File: src/rtl/cpu_types_pkg.sv
// Shared CPU types: 32-bit word, fetch FSM states and the PC increment helper.
package cpu_types_pkg;

  typedef logic [31:0] word_t;

  typedef enum logic [1:0] {
    RUN,
    PEND,
    HALTED
  } fetch_state_t;

  localparam word_t PC_STEP = 32'd4;

  // Wraps modulo 2^32, so the top word of memory falls through to address 0.
  function automatic word_t pc_next(input word_t pc);
    return pc + PC_STEP;
  endfunction

endpackage

File: src/rtl/fetch_unit.sv
// Instruction fetch stage: owns the PC, issues I-memory reads, and defers redirects
// that land during a miss so the fetch address never moves mid-fill.
module fetch_unit
  import cpu_types_pkg::*;
#(
  parameter word_t PC_INIT = 32'h0000_0000
) (
  input  logic  CLK,
  input  logic  RST,
  input  logic  ihit,
  input  word_t imemload,
  output word_t imemaddr,
  output logic  imemREN,
  input  logic  freeze,
  input  logic  redirect,
  input  word_t redirect_pc,
  input  logic  halt,
  output word_t instr_o,
  output word_t next_pc_o,
  output logic  valid_o,
  output logic  flush_o,
  output word_t fetch_cnt
);

  fetch_state_t state;
  word_t        pc;
  word_t        pend_pc;
  word_t        cnt;

  always_ff @(posedge CLK or posedge RST) begin
    if (RST) begin
      state   <= RUN;
      pc      <= PC_INIT;
      pend_pc <= '0;
      cnt     <= '0;
    end else begin
      case (state)
        RUN: begin
          if (halt) begin
            state <= HALTED;
          end else if (redirect) begin
            if (ihit) begin
              pc <= redirect_pc;
            end else begin
              pend_pc <= redirect_pc;
              state   <= PEND;
            end
          end else if (ihit && !freeze) begin
            pc  <= pc_next(pc);
            cnt <= cnt + 32'd1;
          end
        end
        PEND: begin
          // The newest redirect wins, even one arriving on the completing hit.
          if (halt) begin
            state <= HALTED;
          end else if (ihit) begin
            pc    <= redirect ? redirect_pc : pend_pc;
            state <= RUN;
          end else if (redirect) begin
            pend_pc <= redirect_pc;
          end
        end
        HALTED: state <= HALTED;
        default: state <= RUN;
      endcase
    end
  end

  assign imemaddr  = pc;
  assign imemREN   = (state != HALTED);
  assign instr_o   = imemload;
  assign next_pc_o = pc_next(pc);
  assign valid_o   = ~RST & ihit & ~freeze & ~redirect & (state == RUN);
  assign flush_o   = ~RST & redirect & (state != HALTED);
  assign fetch_cnt = cnt;

endmodule

File: config.mk
export PLATFORM = sky130hd
export DESIGN_NAME = fetch_unit
export DESIGN_NICKNAME = d
export VERILOG_FILES = /design/src/rtl/cpu_types_pkg.sv /design/src/rtl/fetch_unit.sv
export SDC_FILE = /design/constraint.sdc
export NUM_CORES = 1
export LEC_CHECK = 0
export ABC_AREA = 1
export CAP_MARGIN = 40
export CORE_AREA = 2 2 143 103
export DETAILED_ROUTE_END_ITERATION = 12
export DIE_AREA = 0 0 145 105
export PLACE_DENSITY_LB_ADDON = 0.3
export SLEW_MARGIN = 5
export SYNTH_ARGS = -nofsm -noshare
export SYNTH_HDL_FRONTEND = slang
export SYNTH_SLANG_ARGS = --single-unit
File: constraint.sdc
create_clock -name CLK -period 4.1 [get_ports CLK]
set_clock_uncertainty 0.2 [all_clocks]
set_input_delay 1.025 -clock CLK [delete_from_list [all_inputs] [get_ports CLK]]
set_output_delay 1.025 -clock CLK [all_outputs]
set_load 0.01 [all_outputs]
==> metrics.txt, run 1 <==
Crit. End Element=primary output; initial antenna violation count=0; fin crit share=0.914; via count=roughly 6100; Int Power=between 3 and 4 mW; final-report hold violation count=0; most common cell in the netlist=nand2_1; Slew @ Worst Pin=roughly 920 ps; Final Critical Period=3750 ps; Resized cells post-CTS=0; Clock Sinks=about 100; Comb power frac=0.434; fmax=~270 MHz; post-route antenna net violation count=0; Max stage delay on crit path=about 640 ps; CTS tree=built; PwrDens=between 500 and 600 nW/um^2; register area share after synthesis=0.378; Startpoint Class=input port; Initial Util=0.473; dpl hpwl=around 12000 um; clock edge transition at the registers on the reported setup and hold paths=about 70 ps; grt total ovfl=0; die area=approximately 15000 um^2; PortBufs=136; status=finished clean; top post-synthesis cells by count=nand2_1 (329), nor2_1 (111), dfrtp_1 (98), a21oi_1 (78), inv_1 (57); cell leakage power=3.74 nW; clock buffer depth=2; CP delay by family, top=buffers and inverters; CP arrival=~2500 ps; gr usage total=0.233; Psw=1.77 mW; total CTS buffers=9; wire length per cell=14.3 um; Post-DP Area=about 8000 um^2; largest net degree at the start of global routing=66; sequential fraction of design power=0.361; synthesis-stage register bit count=slightly below 100; Synthesized Nets=986; CTS H-tree depth=3; synth-to-layout area growth=25.1%; max_cap viols=0; fillers=1266; first-pass GRT wire length=roughly 29000 um; peak supply drop=0.263 mV; CP cell instances=clkdlybuf4s50_1 > inv_1 > nor3_1 > clkdlybuf4s50_1; Post-route DRC=0; sum of negative setup slack=0 ps; Max Slew Vio Count=0; # hold bufs at CTS=0; design area=8120 um^2; RSZ-0062 raised after global routing=no; drt first pass iters=5; Post-CTS Setup Inserts=0; Hold Crit Class=reg -> reg; nets=between 1000 and 1500; Synth warnings=0; sw frac=0.370; # rows=36; CP Buf/Inv Count=3; Gate Count Post-Synth=between 900 and 1000; via/cell ratio=5.11; Slew headroom=0.385; Yosys cell types=34; # setup viols final=0; Die X=approximately 150 um; ranking of synthesized cells by area=dfrtp_1 (38%), nand2_1 (19%), nor2_1 (6.4%); fraction of layout instances using a drive strength above 1=0.0625; number of global-route vias before repair=roughly 5700; kind of critical path=in -> out; CP required=around 2900 ps; DR iter-0 viols=403; Core Region=between 10000 and 15000 um^2; Antenna Cells=0; clock latency on the worst-skew pair=about 350 ps; fraction of registers with async set/reset=1.00; Clock power frac=0.206; top cell type's share of synthesized area=0.378; slowest CP cell=clkdlybuf4s50_1; Synth Cell Area=roughly 6500 um^2; number of synthesized flops with an enable pin=0; gpl congestion=~0.88; Avg Inst Size Synth=about 7.1 um^2; Post-Route WL=between 15000 and 20000 um; CP max FO=5; post-synth top area cell=dfrtp_1; CTS Root Cell=clkbuf_16; Synth Flop Type=dfrtp_1; Crit path top cell by count=clkdlybuf4s50_1; Die Y=~110 um; Ports=201
-- cell usage in the layout, fill, tap and decap left out, drive strengths merged --
master and count:
a21oi 79, a31oi 5, and2 1, and3 1, buf 9, bufinv 3
clkbuf 10, clkdlybuf4s50 136, clkinv 2, dfrtp 98, ha 2, inv 59
nand2 336, nand3 20, nand3b 8, nand4 9, nor2 126, nor3 11
nor3b 1, o211ai 2, o21a 28, o21ai 19, xnor2 16, xor2 27
-- path summary, 6_finish.rpt --
| check | depth (start not counted) | to | start | slack, ps |
|---|---|---|---|---|
| hold reg to reg | 1 | fetch_cnt[31] | fetch_cnt[31] | 280 |
| setup / recovery | 4 | flush_o | redirect | 350 |
| setup reg to reg | 8 | pend_pc[21] | state[0] | 1630 |
| min in group asynchronous | 2 | pend_pc[0] | RST | 1010 |
| hold / removal | 1 | fetch_cnt[31] | fetch_cnt[31] | 280 |
| max in group asynchronous | 3 | imemaddr[6] | RST | 2010 |
-- power by group through the flow --
stage	Clock (mW)	Combinational (mW)	Sequential [mW]
after CTS	1.01	2.08	1.71
final	0.985	2.08	1.73
after global routing	1.06	2.29	1.78
after global placement	0	2.05	1.72
after floorplan	0	1.06	1.71
after detailed placement	0	2.08	1.73
-- cell type report --
type | count | area (um^2) | share of cell area
Multi-Input combinational cell | 691 | 3410 | 0.419
Timing Repair Buffer | 145 | 1450 | 0.179
Clock buffer | 10 | 239 | 0.0294
Inverter | 58 | 220 | 0.0271
Tap cell | 190 | 238 | 0.0293
Clock inverter | 6 | 113 | 0.0139
Sequential cell | 98 | 2450 | 0.302
-- state kept, by name, indices dropped and copies added (netlist names) --
register and count:
fetch_cnt 32, pend_pc 32, imemaddr 32, state 2
-- per-layer routing --
layer | vias to the layer above | GRT usage | wire length (um)
met2 | 252 | 0.345 | 7030
li1 | 3045 | - | -
met3 | 13 | 0.0555 | 1490
met1 | 2809 | 0.343 | 8450
met4 | 0 | 0.0530 | 187
met5 | - | 0 | 0
-- cells by family after synthesis --
logic type,Yosys count,share of synthesized area
fa+ha+maj,2,0.00385
simple gates,513,0.337
xor+xnor,43,0.0673
buf+inv,125,0.0985
flops,98,0.378
compound gates,133,0.116
-- through the flow --
| step | setup WS (ps) | instances | util | power (mW) | hold WS, ps |
|---|---|---|---|---|---|
| after global placement | 346 | 1182 | 0.566 | 3.77 | 261 |
| after CTS | 343 | 1198 | 0.591 | 4.81 | 277 |
| after floorplan | 313 | 914 | - | 2.77 | 264 |
| final | 351 | 1198 | 0.591 | 4.79 | 277 |
| after detailed placement | 342 | 1182 | 0.566 | 3.81 | 260 |
| after global routing | 242 | 1198 | 0.591 | 5.12 | 307 |
Power figures use the tool's default switching activity.
==> run 2: changes to the inputs <==
--- a/config.mk
+++ b/config.mk
@@ -8,6 +8,7 @@
 export ABC_AREA = 1
 export CAP_MARGIN = 40
 export CORE_AREA = 2 2 143 103
+export CTS_CLUSTER_DIAMETER = 30
 export DETAILED_ROUTE_END_ITERATION = 12
 export DIE_AREA = 0 0 145 105
 export PLACE_DENSITY_LB_ADDON = 0.3
==> results of run 2 <==
The final DEF is identical to that of run 1; final timing and power are the same.
==> run 3: changes to the inputs <==
--- a/config.mk
+++ b/config.mk
@@ -11,7 +11,9 @@
 export CTS_CLUSTER_DIAMETER = 30
 export DETAILED_ROUTE_END_ITERATION = 12
 export DIE_AREA = 0 0 145 105
+export HOLD_SLACK_MARGIN = 0.03
 export PLACE_DENSITY_LB_ADDON = 0.3
+export REMOVE_ABC_BUFFERS = 1
 export SLEW_MARGIN = 5
 export SYNTH_ARGS = -nofsm -noshare
 export SYNTH_HDL_FRONTEND = slang
==> run 3 against run 2 <==
Compared with the run above:
- worst hold slack worse by 7.1 ps
- clock power is 12% lower
- routed wire length grew 8.9%
- clock-buffer cell count is the same
- cell area shrank 0.83%
- critical path type is now reg -> out
==> metrics.txt, run 3 (same netlist as run 1, synthesis figures left out) <==
status=finished clean (unchanged); PwrDens=579 nW/um^2 (was 590 nW/um^2); Max stage delay on crit path=550 ps (was 640 ps); Int Power=2.89 mW (was 3.02 mW); Die Y=105 um (unchanged); Min Hold Slack=270 ps (was 277 ps); sw frac=0.381 (was 0.370); Ports=201 (unchanged); post-route antenna net violation count=0 (unchanged); CP max FO=6 (was 5); clock latency on the worst-skew pair=340 ps (was 350 ps); via count=6113 (was 6119); initial antenna violation count=0 (unchanged); Antenna Cells=0 (unchanged); gr usage total=0.247 (was 0.233); CTS Root Cell=clkbuf_16 (unchanged); Crit. End Element=primary output (unchanged); clock edge transition at the registers on the reported setup and hold paths=70 ps (about the same); CTS tree=built (unchanged); sum of negative setup slack=0 ps (unchanged); largest net degree at the start of global routing=91 (was 66); first-pass GRT wire length=29700 um (was 28600 um); Crit path top cell by count=nand2_1 (was clkdlybuf4s50_1); # setup viols final=0 (unchanged); fraction of layout instances using a drive strength above 1=0.0616 (was 0.0625); wire length per cell=15.6 um (was 14.3 um); final-report hold violation count=0 (unchanged); CP arrival=2510 ps (was 2520 ps); max_cap viols=0 (unchanged); DR iter-0 viols=524 (was 403); gpl congestion=0.884 (was 0.881); drt first pass iters=7 (was 5); Startpoint Class=flop (was input port); # hold bufs at CTS=0 (unchanged); total CTS buffers=9 (unchanged); most frequent cells in the layout=nand2_1 (329), clkdlybuf4s50_1 (136), nor2_1 (111) (unchanged); fin crit share=0.910 (was 0.914); CP required=2870 ps (about the same); kind of critical path=reg -> out (was in -> out); Initial Util=0.473 (unchanged); nets=1074 (was 1075); Post-Route WL=18700 um (was 17200 um); Core Region=13700 um^2 (unchanged); post-placement setup slack=383 ps (was 342 ps); fmax=268 MHz (was 267 MHz); Hold Crit Class=reg -> reg (unchanged); synth-to-layout area growth=24.1% (was 25.1%); RSZ-0062 raised after global routing=no (unchanged); Final Critical Period=3730 ps (was 3750 ps); clock buffer depth=2 (unchanged); Worst Setup Slack, final=370 ps (was 351 ps); # rows=36 (unchanged); grt total ovfl=0 (unchanged); total power=4.67 mW (was 4.79 mW); PortBufs=136 (unchanged); via/cell ratio=5.11 (about the same); Post-CTS Setup Inserts=0 (unchanged); slowest CP cell=clkdlybuf4s50_1 (unchanged); CP cell instances=ha_1 > nand2_1 > nor2_1 > nand2_2 > nor2_4 > nand3b_1 > nand2_1 > clkdlybuf4s50_1 (was clkdlybuf4s50_1 > inv_1 > nor3_1 > clkdlybuf4s50_1); dpl hpwl=13500 um (was 12400 um); Slew @ Worst Pin=860 ps (was 921 ps); sequential fraction of design power=0.370 (was 0.361); Post-route DRC=0 (unchanged); Die X=145 um (unchanged); cell leakage power=3.71 nW (was 3.74 nW); number of global-route vias before repair=5465 (was 5673); Comb power frac=0.444 (was 0.434); commonest non-fill, non-tap cell in the layout=nand2_1 (unchanged); peak supply drop=0.269 mV (was 0.263 mV); die area=15200 um^2 (unchanged); fillers=1318 (was 1266); Clock Sinks=98 (unchanged); Clock power frac=0.186 (was 0.206); Psw=1.78 mW (was 1.77 mW); CTS H-tree depth=3 (unchanged); Max Slew Vio Count=0 (unchanged); fin util=0.586 (was 0.591); Resized cells post-CTS=0 (unchanged); Slew headroom=0.427 (was 0.385)
run 3: cell count changes in the layout (fill, tap and decap cells not counted), sizes merged:
cell / previous run / this run
buf: 9 / 8
bufinv: 3 / 1
clkinv: 2 / 4
clkinvlp: 0 / 1
inv: 59 / 58
run 3: per-stage QoR:
stage | area, um^2 | instances
after CTS | 8050 | 1197
after floorplan | 6070 | 847
after detailed placement | 7750 | 1181
after global placement | 7750 | 1181
after global routing | 8050 | 1197
final | 8050 | 1197
run 3: worst max-delay path: cells and delay by family (launching register included):
family / cells / cell delay, ps
AND/OR/NAND/NOR: 6 / 950
flip-flops: 1 / 440
buffers and inverters: 1 / 550
adder cells (fa/ha/maj): 1 / 230
run 3: worst paths after layout:
path	from	to	slack (ps)	depth (start not counted)
min reg2reg	fetch_cnt[31]	fetch_cnt[31]	270	1
min in group asynchronous	RST	pend_pc[1]	970	2
min	fetch_cnt[31]	fetch_cnt[31]	270	1
max	imemaddr[2]	next_pc_o[26]	370	8
max in group asynchronous	RST	pend_pc[9]	2020	3
max reg2reg	imemaddr[2]	imemaddr[26]	1860	11
run 3: power groups by stage:
stage	combinational (mW)	sequential (mW)	clock (mW)
final	2.07	1.73	0.868
after global routing	2.26	1.78	0.929
after CTS	2.08	1.72	0.886
after detailed placement	2.07	1.73	0
after global placement	2.05	1.73	0
after floorplan	0.994	1.71	0
run 3: layout make-up:
type,count,area [um^2],area share
Tap cell,190,238,0.0295
Timing Repair Buffer,144,1430,0.178
Multi-Input combinational cell,691,3410,0.423
Clock inverter,6,65.1,0.00808
Inverter,58,220,0.0273
Sequential cell,98,2450,0.304
Clock buffer,10,239,0.0297
run 3: routing by layer:
| layer | global-route usage | share of wire |
|---|---|---|
| met5 | 0.0267 | 0.0021 |
| met4 | 0.0481 | 0.0087 |
| met3 | 0.0751 | 0.092 |
| met2 | 0.322 | 0.39 |
| met1 | 0.391 | 0.50 |
